### config.mk
export PLATFORM = sky130hd
export DESIGN_NAME = plru_ctrl
export DESIGN_NICKNAME = d
export VERILOG_FILES = /design/src/rtl/lru_pkg.sv /design/src/rtl/rr_arb2.sv /design/src/rtl/plru_ctrl.sv
export SDC_FILE = /design/constraint.sdc
export NUM_CORES = 1
export LEC_CHECK = 0
export ABC_CLOCK_PERIOD_IN_PS = 2100
export CORE_ASPECT_RATIO = 1.2
export CORE_UTILIZATION = 42
export DETAILED_ROUTE_END_ITERATION = 10
export PLACE_DENSITY = 0.95
export SYNTH_ARGS = -nofsm -noshare
export SYNTH_HDL_FRONTEND = slang
export SYNTH_SLANG_ARGS = --single-unit
### constraint.sdc
create_clock -name clk -period 2.1 [get_ports clk]
set_input_delay 0.42 -clock clk [delete_from_list [all_inputs] [get_ports clk]]
set_output_delay 0.42 -clock clk [all_outputs]
set_load 0.03 [all_outputs]
### src/rtl/lru_pkg.sv
// rtl/lru_pkg.sv - 4-way tree-PLRU state type, controller states and victim/touch helpers
package lru_pkg;

  typedef logic [2:0] plru_t;

  typedef enum logic {
    RUN  = 1'b0,
    INIT = 1'b1
  } state_e;

  // b0 picks the half, b1/b2 pick the leaf inside that half
  function automatic logic [1:0] plru_victim(input plru_t s);
    if (!s[0]) return {1'b0, s[1]};
    return {1'b1, s[2]};
  endfunction

  function automatic plru_t plru_touch(input plru_t s, input logic [1:0] way);
    plru_t n;
    n    = s;
    n[0] = ~way[1];
    if (way[1]) n[2] = ~way[0];
    else        n[1] = ~way[0];
    return n;
  endfunction

endpackage

### src/rtl/rr_arb2.sv
// rtl/rr_arb2.sv - two-requester round-robin arbiter; pointer moves only on contention
module rr_arb2 (
  input  logic       clk,
  input  logic       rst,
  input  logic       en,
  input  logic [1:0] req,
  output logic [1:0] rdy,
  output logic [1:0] gnt
);

  logic ptr_q, ptr_d;

  always_comb begin
    rdy[0] = en && (!req[1] || (ptr_q == 1'b0));
    rdy[1] = en && (!req[0] || (ptr_q == 1'b1));
    gnt    = req & rdy;
    ptr_d  = ptr_q;
    if (en && (req == 2'b11)) ptr_d = ~ptr_q;
  end

  always_ff @(posedge clk) begin
    if (rst) ptr_q <= 1'b0;
    else     ptr_q <= ptr_d;
  end

endmodule

### src/rtl/plru_ctrl.sv
// rtl/plru_ctrl.sv - PLRU state sequencer: hit/miss arbitration, port-0 read, port-1 RMW, init walk
module plru_ctrl
  import lru_pkg::*;
#(
  parameter int S_INDEX = 4
) (
  input  logic               clk,
  input  logic               rst,
  input  logic               init_req,
  output logic               init_busy,
  input  logic               hit_valid,
  output logic               hit_ready,
  input  logic [S_INDEX-1:0] hit_set,
  input  logic [1:0]         hit_way,
  input  logic               miss_valid,
  output logic               miss_ready,
  input  logic [S_INDEX-1:0] miss_set,
  input  logic               miss_alloc,
  output logic               rsp_valid,
  output logic [1:0]         rsp_way,
  output logic               lru_csb0,
  output logic               lru_web0,
  output logic [S_INDEX-1:0] lru_addr0,
  output logic [2:0]         lru_din0,
  input  logic [2:0]         lru_dout0,
  output logic               lru_csb1,
  output logic               lru_web1,
  output logic [S_INDEX-1:0] lru_addr1,
  output logic [2:0]         lru_din1
);

  state_e             state_q, state_d;
  logic [S_INDEX-1:0] cnt_q, cnt_d;
  logic               s1_valid_q, s1_valid_d;
  logic               s1_miss_q, s1_miss_d;
  logic               s1_alloc_q, s1_alloc_d;
  logic [S_INDEX-1:0] s1_set_q, s1_set_d;
  logic [1:0]         s1_way_q, s1_way_d;

  logic               arb_en;
  logic [1:0]         arb_rdy, arb_gnt;
  logic [1:0]         victim;

  assign arb_en = !rst && (state_q == RUN) && !init_req;

  rr_arb2 u_arb (
    .clk (clk),
    .rst (rst),
    .en  (arb_en),
    .req ({miss_valid, hit_valid}),
    .rdy (arb_rdy),
    .gnt (arb_gnt)
  );

  assign hit_ready  = arb_rdy[0];
  assign miss_ready = arb_rdy[1];
  assign victim     = plru_victim(lru_dout0);

  always_comb begin
    state_d    = state_q;
    cnt_d      = cnt_q;
    s1_valid_d = |arb_gnt;
    s1_miss_d  = arb_gnt[1];
    s1_alloc_d = miss_alloc;
    s1_set_d   = arb_gnt[1] ? miss_set : hit_set;
    s1_way_d   = hit_way;

    init_busy  = 1'b0;
    rsp_valid  = 1'b0;
    rsp_way    = 2'd0;
    lru_csb0   = 1'b1;
    lru_web0   = 1'b1;
    lru_addr0  = '0;
    lru_din0   = '0;
    lru_csb1   = 1'b1;
    lru_web1   = 1'b1;
    lru_addr1  = '0;
    lru_din1   = '0;

    if (!rst) begin
      if (|arb_gnt) begin
        lru_csb0  = 1'b0;
        lru_addr0 = s1_set_d;
      end

      // Stage 1: the read issued last cycle is on lru_dout0 now
      if (s1_valid_q) begin
        if (s1_miss_q) begin
          rsp_valid = 1'b1;
          rsp_way   = victim;
        end
        if (!s1_miss_q || s1_alloc_q) begin
          lru_csb1  = 1'b0;
          lru_web1  = 1'b0;
          lru_addr1 = s1_set_q;
          lru_din1  = plru_touch(lru_dout0, s1_miss_q ? victim : s1_way_q);
        end
      end

      unique case (state_q)
        RUN: begin
          if (init_req) state_d = INIT;
        end
        INIT: begin
          init_busy = 1'b1;
          lru_csb1  = 1'b0;
          lru_web1  = 1'b0;
          lru_addr1 = cnt_q;
          lru_din1  = '0;
          cnt_d     = cnt_q + 1'b1;
          if (&cnt_q) state_d = RUN;
        end
        default: state_d = RUN;
      endcase
    end
  end

  always_ff @(posedge clk) begin
    if (rst) begin
      state_q    <= RUN;
      cnt_q      <= '0;
      s1_valid_q <= 1'b0;
      s1_miss_q  <= 1'b0;
      s1_alloc_q <= 1'b0;
      s1_set_q   <= '0;
      s1_way_q   <= '0;
    end else begin
      state_q    <= state_d;
      cnt_q      <= cnt_d;
      s1_valid_q <= s1_valid_d;
      s1_miss_q  <= s1_miss_d;
      s1_alloc_q <= s1_alloc_d;
      s1_set_q   <= s1_set_d;
      s1_way_q   <= s1_way_d;
    end
  end

endmodule

# Yosys cells after proc, flatten, opt, wreduce, memory -nomap -nowiden
# Index checks and enable logic that the tools add are counted.
# W data, S select, Z words.
# word_totals
reg_bits	15
output_inout_bits	24
inputBits	19
elab_cells	62
# classes
reduce_logical	15
n_mux	32
eq_ne	1
bitwise_logic	5
add_sub_neg	1
# ops
op	count
$mux W4	7
$mux W1	15
$mux W3	4
$mux W2	5
$logic_and A1 B1 Y1	5
$logic_not A1 Y1	5
$add A4 B1 Y4 const B	1
$not A1 Y1	4
$reduce_and A4 Y1	1
$logic_or A1 B1 Y1	3
$and A2 B2 Y2	1
$eq A2 B2 Y1 const B	1
$pmux W1 S2	1
$reduce_or A2 Y1	1

# Logic depth before layout (Yosys ltp)
# Gate-level depths: netlist of the first run.
# logic_depth
word_depth	8
mapped_depth	4
depth_no_buf	4

# Modules after synthesis
# From an unflattened synthesis of the first run, not the netlist that was laid out.
# unflattened
cells_unflattened	99
hier_area_um2	834.6
# by_module_without_submodules
module	cells_per_inst	area_each_um2	seq_area_each_um2	instances
plru_ctrl	89	750.7	280.3	1
rr_arb2	10	83.8	20.0	1

# Worst setup path before layout of the first run
# OpenSTA, ideal clock, no wires.
# synth_timing
path_kind	input port to output port
from	input port rst
to	output port lru_addr0[0]
setup_slack_ns	0.077
arrival_time_ns	1.603
required_time_ns	1.680
n_path_buf	0
path_stages	4
path_cell_list	or3_4 nor2_2 inv_1 a21oi_1
# synth_between
elab_chain_len	8
elab_cells_between_ends	10
classes_between	mux (3); bitwise (1); reduce/logical (6)
# synth_rtl
element	line	text
start: declaration	plru_ctrl.sv:8	input logic rst,
$logic_not A1 Y1	--	
$logic_and A1 B1 Y1 (2 in a row)	plru_ctrl.sv:44	assign arb_en = !rst && (state_q == RUN) && !init_req;
$logic_and A1 B1 Y1 (on tied branches)	rr_arb2.sv:15, rr_arb2.sv:14	
$and A2 B2 Y2	rr_arb2.sv:16	gnt = req & rdy;
$mux W4 / $reduce_or A2 Y1 (equally long branches)	plru_ctrl.sv:65, plru_ctrl.sv:81	
$mux W4	plru_ctrl.sv:81	if (|arb_gnt) begin
$mux W4 *	plru_ctrl.sv:80	if (!rst) begin
end: declaration	plru_ctrl.sv:23	output logic [S_INDEX-1:0] lru_addr0,
# Mark *: on every way between the ends. The rest lies on a longest branch, timed or not.

# Worst setup path in the final report of the first run
# layout_timing
from	register state_q
to	output port lru_addr0[1]
# layout_between
elab_chain_len	8
elab_cells_between_ends	10
classes_between	mux (3); bitwise (2); reduce/logical (5)
# layout_rtl
element	line	text
start: declaration	plru_ctrl.sv:32	state_e state_q, state_d;
start signal: assignment	plru_ctrl.sv:128	state_q <= state_d;
$not A1 Y1 *	--	
$logic_and A1 B1 Y1 * (2 in a row)	plru_ctrl.sv:44	
$logic_and A1 B1 Y1 (on tied branches)	rr_arb2.sv:15, rr_arb2.sv:14	
$and A2 B2 Y2 *	rr_arb2.sv:16	
$mux W4 / $reduce_or A2 Y1 (equally long branches)	plru_ctrl.sv:65, plru_ctrl.sv:81	
$mux W4 *	plru_ctrl.sv:81	
$mux W4 *	plru_ctrl.sv:80	
# Marked as above.

==> reports/results.txt, run 1 <==
compound-gate portion of the synthesized area -> 16.6%
Period Utilization, post-route -> 104%
Worst Hold Class -> in2reg
GP Congestion -> 0.735
Die W -> 43.1 µm
Worst path top cell family by delay -> simple AND/OR/NAND/NOR gates
crit-path cells -> buf_6 > or4b_4 > o21ai_2 > a21oi_1 > buf_4
Buffers on Ports -> 38
RSZ-0062 raised after global routing -> true
antenna cells -> 0
Clock Sinks -> 15
worst skew pair latency -> 0.30 ns
CTS tree -> done
Crit Path Max Fanout -> 7
vias per cell -> 5.23
PwrDens -> 491 mW/mm²
Worst-path clk slew -> 0.09 ns
detailed placement HPWL -> 1790 µm
drt wl/cell -> 13.8 µm
first-pass GRT wire length -> 3800 µm
critical path class -> reg2out
multiplexer share of the synthesized area -> 4.85%
fraction of layout cells with a size suffix above 1 -> 41.0%
Int Pwr -> 473 µW
routed wire length -> 2420 µm
H-tree Lvls -> 1
Crit path required time -> 1.68 ns
dpl ws -> -0.322 ns
Final ANT Viol Nets -> 0
Net count, final -> 177
cts hold-fix bufs -> 0
Hold Vio Cnt, Final -> 0
Max-Cap Viols -> 0
drt pass-1 iters -> 4
Max Fclk -> 460 MHz
crit path capture type -> output port
cell area after layout -> 0.00140 mm²
grt total ovfl -> 0
1st-iter DRT viols -> 11
total die area -> 0.00221 mm²
die height -> 51.3 µm
leakage -> 0.000612 µW
max-slew violation count -> 0
mean post-synth cell area -> 8.59 µm²
min Tclk post-route -> 2.17 ns
clock network fraction of total power -> 25.5%
slowest stage delay, CP -> 0.57 ns
Gate power share -> 29.4%
I/O Pins -> 43
Util after Layout -> 74.9%
Root Buffer -> clkbuf_4
XOR/XNOR share of the synthesized area -> 4.12%
Clock Tree Buf Depth -> 2
Post-Syn Instances -> 99
Adder-Cell Fraction of Synth Area -> 1.47%
largest net degree at the start of global routing -> 9
Critical-path top delay cell -> or4b_4
Vias -> 916
CP startpoint kind -> flip-flop
Unique masters post-synth -> 35
Yosys warnings -> 0
Syn-to-layout area delta -> 64.7%
placed instance area -> 0.00130 mm²
post-synthesis register bit count -> 15
Worst Skew -> 0.00602 ns
Arr. time, crit path -> 1.75 ns
DRC -> 0
CP bufs+invs -> 2
Net Switching -> 215 µW
Net Sw Frac -> 31.2%
TNS Setup -> -0.238 ns
sequential share of the synthesized area -> 35.3%
initial antenna violation count -> 0
status -> finished with violations
main combinational cell family by area after synthesis -> simple AND/OR/NAND/NOR gates
Post-Syn Area -> 851 µm²
failing checks -> setup timing
final setup vio count -> 4
worst vdd ir -> 0.409 mV
Flop pwr share -> 45.1%
CORE AREA -> 0.00187 mm²
vias in the first global route -> 897
GR Util All Layers -> 22.6%
Placement Rows -> 17
Initial Util -> 45.5%
Synth Area in Simple Gates -> 30.3%
post-route setup slack -> -0.0735 ns
CTS buffer count -> 3
[cells in the mapped netlist]
master,n,area [µm²]
buf_4,5,37.5
a21oi_1,12,60.1
nor2b_1,5,31.3
o21ai_0,1,5.00
buf_2,2,10.0
and2b_1,1,7.51
ha_1,1,12.5
nor4b_4,1,23.8
nor2_1,13,48.8
dfxtp_1,15,300
mux2_2,1,11.3
nand3_1,5,25.0
and3_1,1,6.26
mux2i_1,3,30.0
xnor2_1,2,17.5
nor3_1,2,10.0
buf_1,1,3.75
and3b_1,1,8.76
or2_2,1,6.26
nor3b_1,1,7.51
or4b_4,1,13.8
xor2_1,2,17.5
conb_1,2,7.51
and4bb_2,1,12.5
nor2_2,1,6.26
inv_1,1,3.75
nand4_1,2,12.5
or3_4,1,11.3
o21ai_2,4,35.0
a21o_1,1,7.51
a211oi_1,1,7.51
nand2_1,2,7.51
nand2b_1,2,12.5
a22o_1,3,26.3
and2_1,1,6.26
[worst min-delay path: cells and delay by family]
kind,cells,cell delay (ns)
simple gates,1,0.04
buf+inv,2,0.21
[area by class of cell]
type                       count  area (µm²)
clock buffer                   4        26.3
fill                         146         470
inverter                       1        3.75
multi-input combinational     77         546
sequential                    15         303
tap                           19        23.8
timing repair buffer          59         499
[what timing repair did]
item,CTS,global route
pin swaps,3,9
setup endpoints to repair,13,9
setup buffers,2,2
gates resized for setup,8,18
[sequential cells by signal, indices dropped and copies added, names as in the netlist]
signal	flops
u_arb.ptr_q	1
state_q	1
s1_alloc_q	1
s1_way_q	2
s1_miss_q	1
s1_valid_q	1
cnt_q	4
s1_set_q	4
[power by group through the flow]
stage / logic (µW) / clock network, µW / registers [µW]
detailed placement: 188 / 0 / 316
finish: 202 / 175 / 311
floorplan: 104 / 0 / 315
global route: 217 / 184 / 313
global placement: 182 / 0 / 316
CTS: 189 / 168 / 310
[cells in the final DEF (no fill, tap or decap), types with 3 or more instances in the layout]
cell type and count:
buf_4 33, clkdlybuf4s50_1 15, nor2_1 13, dfxtp_1 13, a21oi_1 10, buf_6 5
nor2b_1 4, conb_1 4, dlygate4sd2_1 4, mux2i_1 3, nand3_2 3, o21ai_2 3
a22o_1 3, clkbuf_4 3
[path summary, 6_finish.rpt]
path              startpoint           end  slack (ns)  cells after the start
hold / removal           rst      cnt_q[0]        0.40                      3
setup / recovery     state_q  lru_addr0[1]       -0.07                      5
hold reg to reg      state_q    s1_valid_q        0.55                      2
setup reg to reg     state_q   s1_set_q[1]        0.61                      5
[per-stage QoR]
step                hold slack (ns)  power, µW  cells
detailed placement            0.531        504    167
global placement              0.532        498    167
floorplan                     0.501        419    101
finish                        0.402        688    175
global route                  0.422        713    175
CTS                           0.553        666    173
[metal layers]
| metal | track usage (%) | share of wire (%) |
|---|---|---|
| met2 | 40.8 | 54 |
| met5 | 0 | 0 |
| met1 | 24.5 | 38 |
| met3 | 3.53 | 5.1 |
| met4 | 12.1 | 2.4 |
[cells by family (layout without fill, tap and decap cells)]
logic type,after synthesis,in the layout
compound gates,22,22
xor+xnor,4,4
fa+ha+maj,1,1
buf+inv,9,64
flops,15,15
mux,4,4
other cells,2,4
simple gates,42,42
(Power assumes the default switching activity.)
==> run 2: changes to the inputs <==
CORE_UTILIZATION = 41   (was 42)
PLACE_DENSITY = 0.93   (was 0.95)
SYNTH_HIERARCHICAL = 1   (was default)
==> run 2 against run 1 <==
Net effect: the flow still finishes with violations (setup timing); power shrank 3.0%; worst hold slack gained 0.035 ns; sequential share of layout area shrank 0.57 points; largest cell class unchanged.
==> reports/results.txt, run 2 <==
Inst Count DP -> 167 (unchanged)
Vias -> 904 (-1.3%)
Syn-to-layout area delta -> 76.0%
Placement Rows -> 17 (unchanged)
non-filler cells, final -> 178 (+1.7%)
max-slew violation count -> 0 (unchanged)
Crit path required time -> 1.68 ns (about the same)
status -> finished with violations
PwrDens -> 454 mW/mm² (-7.5%)
top post-synthesis cells by area -> dfxtp_1 36%, mux2i_1 8.4%, nor2_1 6.7%, buf_4 4.5%, nor3_1 4.2%
Max-Cap Viols -> 0 (unchanged)
failing checks -> setup timing
worst vdd ir -> 0.345 mV (-16%)
sequential share of the synthesized area -> 36.0% (+0.69 points)
detailed placement HPWL -> 1760 µm (-2.1%)
grt total ovfl -> 0 (unchanged)
post-synth top area share -> 36.0% (+0.69 points)
min Tclk post-route -> 2.10 ns (-0.0702 ns)
vias per cell -> 5.08 (-3.0%)
Clock Tree Buf Depth -> 2 (unchanged)
critical path class -> reg2out
worst skew pair latency -> 0.27 ns (-0.03 ns)
vias in the first global route -> 921 (+2.7%)
fraction of layout cells with a size suffix above 1 -> 42.8% (+1.7 points)
total die area -> 0.00222 mm² (+0.46%)
Period Utilization, post-route -> 100% (-3.3 points)
Buffers on Ports -> 38 (unchanged)
Arr. time, crit path -> 1.68 ns (-0.07 ns)
GP Congestion -> 0.793 (+7.9%)
number of synthesized flops with an enable pin -> 0 (unchanged)
post-synthesis register bit count -> 15 (unchanged)
crit path capture type -> output port
Yosys warnings -> 6 (+6)
routed wire length -> 2380 µm (-1.8%)
I/O Pins -> 43 (unchanged)
Die W -> 43.2 µm (+0.23%)
commonest non-fill, non-tap cell in the layout -> buf_4
Crit Path Max Fanout -> 6 (-1)
TNS Setup -> -0.00334 ns (+0.234 ns)
Net count, final -> 180 (+1.7%)
1st-iter DRT viols -> 9 (-2)
top_reg_cell synth -> dfxtp_1
CTS buffer count -> 3 (unchanged)
Post-Syn Instances -> 99 (unchanged)
mean post-synth cell area -> 8.43 µm² (-1.9%)
Worst Skew -> 0.00370 ns (-0.00232 ns)
leakage -> 0.000686 µW (+12%)
Hold Vio Cnt, Final -> 0 (unchanged)
Worst-path clk slew -> 0.09 ns (about the same)
H-tree Lvls -> 1 (unchanged)
ys async rst share -> 0% (unchanged)
commonest non-fill, non-tap cells in the layout -> 34 x buf_4, 14 x clkdlybuf4s50_1, 13 x nor2_1
largest net degree at the start of global routing -> 10 (+1)
Worst Hold Class -> in2reg
Unique masters post-synth -> 31 (-11%)
first-pass GRT wire length -> 4020 µm (+5.8%)
Post-Syn Area -> 835 µm² (-1.9%)
GR Util All Layers -> 24.3% (+1.7 points)
DRC -> 0 (unchanged)
drt pass-1 iters -> 4 (unchanged)
biggest regs -> cnt_q: 4 flops, s1_set_q: 4 flops, s1_way_q: 2 flops
final setup vio count -> 1 (-3)
cts hold-fix bufs -> 0 (unchanged)
Synth area leader -> dfxtp_1
die height -> 51.4 µm (+0.22%)
drt wl/cell -> 13.4 µm (-3.5%)
RSZ-0062 raised after global routing -> true
CP startpoint kind -> flip-flop
Clock Sinks -> 15 (unchanged)
Final ANT Viol Nets -> 0 (unchanged)
initial antenna violation count -> 0 (unchanged)
CORE AREA -> 0.00187 mm² (unchanged)
Max Fclk -> 475 MHz (+3.3%)
CTS tree -> done
Post-synth top cells -> 15 x dfxtp_1, 15 x nor2_1, 7 x mux2i_1, 7 x nor3_1
post-route setup slack -> -0.00334 ns (+0.0702 ns)
antenna cells -> 0 (unchanged)
Initial Util -> 44.6% (-0.87 points)
Root Buffer -> clkbuf_4
## run 2: cell type report
type	instances	area, µm²
multi-input cells	75	567
repair buffers	63	534
fillers	133	403
flip-flops and latches	15	309
well taps	19	23.8
clock buffers	3	22.5
inverters	2	7.51
clock inverters	1	5.00
## run 2: per-stage QoR
step                      utilization (%)  hold WS, ns  total power (µW)  cell area [µm²]  setup slack, ns
after floorplan                         -        0.492               415              911          0.00220
after CTS                            77.8        0.548               670             1460           -0.127
after detailed placement             73.0        0.552               502             1370           -0.431
after global placement               73.0        0.534               494             1370           -0.390
after global routing                 78.5        0.442               704             1470          -0.0905
final                                78.5        0.437               667             1470         -0.00334
## run 2: kinds of logic after synthesis
group	Yosys count	synth area share, %
and+or+nand+nor	46	29.1
DFF	15	36.0
AOI/OAI and AO/OA	11	9.45
buffers and inverters	11	7.65
muxes	8	10.2
xor gates and xnor gates	5	5.25
other	2	0.900
adders and majority gates	1	1.50
## run 2: critical path: stages (launching register included)
cell,delay [ns]
dfxtp_4,0.36
nand2b_1,0.14
and3_1,0.17
buf_6,0.14
mux2i_1,0.11
buf_4,0.14
nor3_4,0.18
buf_6,0.16
## run 2: report_power, final
group          switching (µW)  internal, µW  total (µW)
Combinational            96.2           104         200
Sequential               11.7           297         309
Clock                    87.6          70.5         158
Total                     195           472         667
## run 2: final timing paths
check                   start           end  slack (ns)  cells after the start
setup / recovery  u_arb/ptr_q  lru_addr0[1]      -0.003                      7
hold / removal       init_req       state_q        0.44                      3
setup reg to reg      state_q    s1_valid_q        0.63                      9
hold reg to reg      cnt_q[1]      cnt_q[1]        0.56                      2
## run 2: repair_timing
action,CTS,global route
endpoints found under the setup margin,12,9
hold endpoints to repair,0,0
setup buffers,4,3
pin swaps,5,6
resized for setup,25,11
## run 2: layer usage
metal  share of wire [%]  vias up  track usage [%]
li1                    -      445                -
met1                  33      419             22.3
met2                  60       36             50.2
met3                 5.4        4             6.01
met4                 1.1        0             6.57
met5                   0        -                0
